`src/rtl/glm_domain_pipe.sv`:
```
// glm_domain_pipe: pipelined GLM cubic domain function for the first-order
// masked PRINCE S-box, NIBBLES lanes wide.
//   clk, rst_n          clock, async active-low reset
//   in_valid/in_ready   input handshake; x (1b/lane), y (3b/lane), r (4b/lane)
//   out_valid/out_ready output handshake; s, t (4b/lane)
// Stage 1 registers the nonlinear monomials, so AND-layer glitches never reach
// the XOR compression. With PIPE=2 the compressed s/t are registered again.
// With PIPE=1 they are driven combinationally from stage 1.

// One lane: monomial register plus XOR compression and optional refresh.
module glm_domain_lane #(
  parameter int REFRESH_EN = 1
) (
  input  logic       clk,
  input  logic       rst_n,
  input  logic       i_ld,
  input  logic       i_x,
  input  logic [2:0] i_y,
  input  logic [3:0] i_r,
  output logic [3:0] o_s,
  output logic [3:0] o_t
);
  logic [9:0] w_mono, r_mono;
  logic       r_x;
  logic [2:0] r_y;
  logic [3:0] r_rnd, w_rm;
  logic       w_a, w_b, w_c, w_d, w_e, w_f, w_g, w_h, w_i, w_j;

  // {j,i,h,g,f,e,d,c,b,a}
  assign w_mono = {i_y[0] & i_y[1] & i_y[2],
                   i_x & i_y[1] & i_y[2],
                   i_x & i_y[0] & i_y[2],
                   i_x & i_y[0] & i_y[1],
                   i_y[1] & i_y[2],
                   i_y[0] & i_y[2],
                   i_y[0] & i_y[1],
                   i_x & i_y[2],
                   i_x & i_y[1],
                   i_x & i_y[0]};

  always_ff @(posedge clk or negedge rst_n) begin
    if (!rst_n) begin
      r_mono <= '0;
      r_x    <= 1'b0;
      r_y    <= '0;
      r_rnd  <= '0;
    end else if (i_ld) begin
      r_mono <= w_mono;
      r_x    <= i_x;
      r_y    <= i_y;
      r_rnd  <= i_r;
    end
  end

  assign {w_j, w_i, w_h, w_g, w_f, w_e, w_d, w_c, w_b, w_a} = r_mono;
  assign w_rm = (REFRESH_EN != 0) ? r_rnd : 4'h0;

  // Refresh XORs the same mask into both shares, so s^t is unchanged.
  assign o_s = w_rm ^ {r_y[2] ^ w_d ^ w_c ^ w_e ^ w_f ^ w_g ^ w_h ^ w_i,
                       w_h ^ w_j ^ w_a ^ r_x,
                       w_g ^ w_j ^ w_b ^ w_d,
                       w_g ^ w_d ^ w_c ^ r_y[1]};
  assign o_t = w_rm ^ {r_x ^ w_a ^ w_b ^ w_c ^ w_e ^ w_g ^ w_i ^ w_j,
                       w_g ^ w_h ^ w_b ^ w_d,
                       w_g ^ w_b ^ w_d,
                       w_h ^ w_i ^ w_d ^ r_y[2]};
endmodule

module glm_domain_pipe #(
  parameter int NIBBLES    = 16,
  parameter int PIPE       = 2,
  parameter int REFRESH_EN = 1
) (
  input  logic                 clk,
  input  logic                 rst_n,
  input  logic                 in_valid,
  output logic                 in_ready,
  input  logic [NIBBLES-1:0]   x,
  input  logic [3*NIBBLES-1:0] y,
  input  logic [4*NIBBLES-1:0] r,
  output logic                 out_valid,
  input  logic                 out_ready,
  output logic [4*NIBBLES-1:0] s,
  output logic [4*NIBBLES-1:0] t
);
  logic                     r_v1;
  logic                     w_adv1;
  logic [NIBBLES-1:0][3:0]  w_s1, w_t1;

  assign w_adv1 = in_valid & in_ready;

  for (genvar k = 0; k < NIBBLES; k++) begin : g_lane
    glm_domain_lane #(.REFRESH_EN(REFRESH_EN)) u_lane (
      .clk   (clk),
      .rst_n (rst_n),
      .i_ld  (w_adv1),
      .i_x   (x[k]),
      .i_y   (y[3*k +: 3]),
      .i_r   (r[4*k +: 4]),
      .o_s   (w_s1[k]),
      .o_t   (w_t1[k])
    );
  end

  if (PIPE == 2) begin : g_p2
    logic                 r_v2, w_adv2;
    logic [4*NIBBLES-1:0] r_s, r_t;

    // Stage 2 takes stage 1 when empty or draining; stage 1 refills in the
    // same cycle it hands off, so a full pipe streams one beat per cycle.
    assign w_adv2   = r_v1 & (~r_v2 | out_ready);
    assign in_ready = ~r_v1 | w_adv2;

    always_ff @(posedge clk or negedge rst_n) begin
      if (!rst_n) begin
        r_v1 <= 1'b0;
        r_v2 <= 1'b0;
        r_s  <= '0;
        r_t  <= '0;
      end else begin
        if (w_adv1)      r_v1 <= 1'b1;
        else if (w_adv2) r_v1 <= 1'b0;
        if (w_adv2)         r_v2 <= 1'b1;
        else if (out_ready) r_v2 <= 1'b0;
        if (w_adv2) begin
          r_s <= w_s1;
          r_t <= w_t1;
        end
      end
    end

    assign out_valid = r_v2;
    assign s         = r_s;
    assign t         = r_t;
  end else begin : g_p1
    assign in_ready = ~r_v1 | out_ready;

    always_ff @(posedge clk or negedge rst_n) begin
      if (!rst_n)         r_v1 <= 1'b0;
      else if (w_adv1)    r_v1 <= 1'b1;
      else if (out_ready) r_v1 <= 1'b0;
    end

    assign out_valid = r_v1;
    assign s         = w_s1;
    assign t         = w_t1;
  end
endmodule

```
`config.mk`:
```
export PLATFORM = sky130hd
export DESIGN_NAME = glm_domain_pipe
export DESIGN_NICKNAME = d
export VERILOG_FILES = /design/src/rtl/glm_domain_pipe.sv
export SDC_FILE = /design/constraint.sdc
export NUM_CORES = 1
export LEC_CHECK = 0
export BUFFER_PORTS_ARGS = -buffer_cell sky130_fd_sc_hd__buf_2
export CAP_MARGIN = 10
export CORE_AREA = 2 2 334 171
export CTS_CLUSTER_DIAMETER = 50
export DETAILED_ROUTE_END_ITERATION = 6
export DIE_AREA = 0 0 336 173
export GPL_TIMING_DRIVEN = 0
export RECOVER_POWER = 50
export SLEW_MARGIN = 20
export SYNTH_ARGS = -nofsm -noshare
export SYNTH_HDL_FRONTEND = slang
export SYNTH_SLANG_ARGS = --single-unit
export TNS_END_PERCENT = 10
```
`constraint.sdc`:
```
create_clock -name clk -period 1.73 [get_ports clk]
set_clock_uncertainty 0.05 [all_clocks]
set_input_delay 0.2595 -clock clk [delete_from_list [all_inputs] [get_ports clk]]
set_output_delay 0.2595 -clock clk [all_outputs]
set_load 0.01 [all_outputs]
```
==> flow_metrics.env <==
export IMPL_p_sw_mw=11.0
export IMPL_dp_cells=2672
export IMPL_cts_buffer_depth=3
export IMPL_comb_power_share=0.337
export IMPL_start_util=0.346
export IMPL_tightest_slew_ns=0.533
export IMPL_cpPeakStageDelay_ns=0.37
export IMPL_crit_cells=6
export IMPL_via_per_inst=4.74
export IMPL_outcome="finished, violations left"
export IMPL_cp_required_ns=2.11
export IMPL_power_clock_fraction=0.270
export IMPL_n_fill_cell=5049
export IMPL_ys_warn_count=0
export IMPL_hold_path_depth=3
export IMPL_die_area_mm2=0.0581
export IMPL_switching_share=0.329
export IMPL_fin_nets=2262
export IMPL_ys_top_cells_by_count="dfrtp_1 (402), nand2_1 (344), xnor2_1 (257)"
export IMPL_cp_num_buf_inv=3
export IMPL_synth_fp_nets=1783
export IMPL_finalMaxSlewViolations=0
export IMPL_grtUsageMet2=0.299
export IMPL_path_delay_family="buffers and inverters"
export IMPL_rows=61
export IMPL_cts_num_sinks=402
export IMPL_layout_cells_non_filler=2916
export IMPL_ir_drop_mv=0.537
export IMPL_grt_remaining_overflow=0
export IMPL_grt_pass1_vias=14250
export IMPL_powerDensity_mw_per_mm2=1320
export IMPL_busiest_layer="met2"
export IMPL_hold_class="in -> reg"
export IMPL_synth_main_ff_cell="dfrtp_1"
export IMPL_final_setup_viol_count=122
export IMPL_die_h_um=173
export IMPL_die_x_um=336
export IMPL_clkTransAtPathRegs_ns=0.06
export IMPL_worstRegToRegCells=6
export IMPL_synthTopCellsByArea="dfrtp_1 (53%), xnor2_1 (12%), nand2_1 (6.8%)"
export IMPL_core_area_mm2=0.0550
export IMPL_async_flop_share=1.00
export IMPL_intPower_mw=22.4
export IMPL_place_port_buffers=261
export IMPL_use_met1=0.285
export IMPL_synth_top_area_cell="dfrtp_1"
export IMPL_ys_seq_elements=402
export IMPL_fin_crit_sh=1.03
export IMPL_drive_gt1_frac=0.263
export IMPL_max_freq_mhz=561
export IMPL_cts_buffers=41
export IMPL_p_leak_nw=11.5
export IMPL_synth_distinct_cells=20
export IMPL_critPathMaxFanout=10
export IMPL_seqCellArea_mm2=0.0101
export IMPL_drt_iter0_drc=902
export IMPL_clock_latency_ns=0.56
export IMPL_rrSetupSlack_ns=-0.05
export IMPL_finalSetupTns_ns=-3.02
export IMPL_routed_wl_mm=57.0
export IMPL_drtPass1Iterations=5
export IMPL_ios=262
export IMPL_setup_ws_ns=-0.0534
export IMPL_cts_htree_levels=2
export IMPL_max_slew_margin_rel=0.645
export IMPL_synth_avg_cell_area_um2=11.5
export IMPL_cts_root_buffer="clkbuf_16"
export IMPL_whs_ns=0.119
export IMPL_final_core_util=0.460
export IMPL_cp_start_kind="register"
export IMPL_grt_max_degree=98
export IMPL_endpoint_kind="register"
export IMPL_crit_slowest_cell="dfrtp_1"
export IMPL_diodes=0
export IMPL_grt_pass1_wl_mm=86.3
export IMPL_maxCapViolations=0
export IMPL_num_vias=13826
export IMPL_synth_top_area_frac=0.528
export IMPL_antenna_left=0
export IMPL_synth_most_common_cell="dfrtp_1"
export IMPL_gp_congestion=0.830
export IMPL_violations="setup timing"
export IMPL_synth_edf_count=0
export IMPL_rsz0062_at_grt="true"
export IMPL_arrival_ns=2.16
export IMPL_multi_input_area_mm2=0.00900
export IMPL_yosysSeqAreaShare=0.528
export IMPL_crit_chain="nand3b_1 > nand2_4 > buf_12 > buf_12 > buf_8 > mux2_1"
export IMPL_met3_usage=0.0303
export IMPL_cpMostUsedCell="buf_12"
export IMPL_path_class="reg -> reg"
export IMPL_syn_inst=1651
export IMPL_wire_per_inst_um=19.5
export IMPL_grt_usage=0.192
export IMPL_fin_crit_ns=1.78
export IMPL_power_mw=33.3
export IMPL_hold_violations=0
export IMPL_syn_cell_area_mm2=0.0191
export IMPL_hpwl_mm=39.1
export IMPL_drc=0
export IMPL_syn_to_final_growth_pct=32.9
export IMPL_antenna_found_initial=0
export IMPL_power_frac_seq=0.392
export IMPL_cts_tree="done"
==> layout by cell type (no fill, tap or decap), types with 41 or more instances in the layout <==
cell type      instances
dfrtp_1              401
nand2_1              336
buf_2                265
xnor2_1              250
dlygate4sd3_1        160
o21ai_0              136
o21ai_1              104
mux2_4                78
nand3_1               64
xor2_1                47
clkbuf_16             46
mux2_2                41
==> path summary, 6_finish.rpt <==
| check | endpoint | startpoint |
|---|---|---|
| worst max-delay path | g_lane[11].u_lane.r_y[1] | r_v1 |
| worst min-delay path | out_valid | out_ready |
| worst max register to register | g_lane[11].u_lane.r_y[1] | r_v1 |
| worst min register to register | t[60] | t[60] |
| max in group asynchronous | g_lane[5].u_lane.r_rnd[1] | rst_n |
| min in group asynchronous | g_lane[12].u_lane.r_mono[3] | rst_n |
==> registers in the layout (all words and copies together) (netlist names) <==
register and cells:
g_lane.u_lane.r_mono 160, g_lane.u_lane.r_rnd 64, g_lane.u_lane.r_x 16, g_lane.u_lane.r_y 32, out_valid 1, r_v1 1
s 64, t 64
==> cell families after synthesis <==
logic type,synth area share
simple gates,0.0863
flops,0.528
xor+xnor,0.209
compound gates,0.0649
mux,0.0904
buf+inv,0.0217
==> worst register-to-register path, stage by stage, from the launching register on <==
cell      delay, ns
dfrtp_1        0.37
nand3b_1       0.17
nand2_4        0.21
buf_12         0.18
buf_12         0.16
buf_8          0.17
mux2_1         0.34
==> area by class of cell <==
class,instances,area share
clock buffer,53,0.0446
timing repair buffer,437,0.129
tap,756,0.0373
multi-input combinational,1179,0.355
buffer,69,0.0291
clock inverter,20,0.00785
sequential,402,0.397
==> power groups by stage <==
stage                     sequential (mW)  combinational [mW]  clock (mW)
final                                13.1                11.2        9.02
after global routing                 13.4                12.2        9.67
after global placement               13.1                10.2           0
after CTS                            13.1                10.9        9.28
after detailed placement             13.2                10.4           0
after floorplan                      13.6                5.93           0
==> layer usage <==
layer  routed length [um]  share of wire  vias to the layer above
li1                     -              -                     6466
met1                28100           0.49                     6972
met2                25700           0.45                      314
met3                 2320          0.041                       74
met4                  862          0.015                        0
met5                    0              0                        -
==> through the flow <==
step	setup slack, ns	cell area (um2)
2_1_floorplan	0.0313	19100
3_3_place_gp	-7.87	21300
3_5_place_dp	-0.950	21400
4_1_cts	-0.0279	24700
5_1_grt	-0.151	25300
6_report	-0.0534	25300
==> what timing repair did <==
action | in CTS | in global routing
endpoints found under the hold margin | 336 | 0
pin swaps | 3 | 7
gates cloned | 2 | 5
endpoints found under the setup margin | 400 | 497
buffers inserted | 4 | 1
hold buffers | 160 | 0
gates resized for setup | 73 | 159
(Power assumes the default switching activity.)
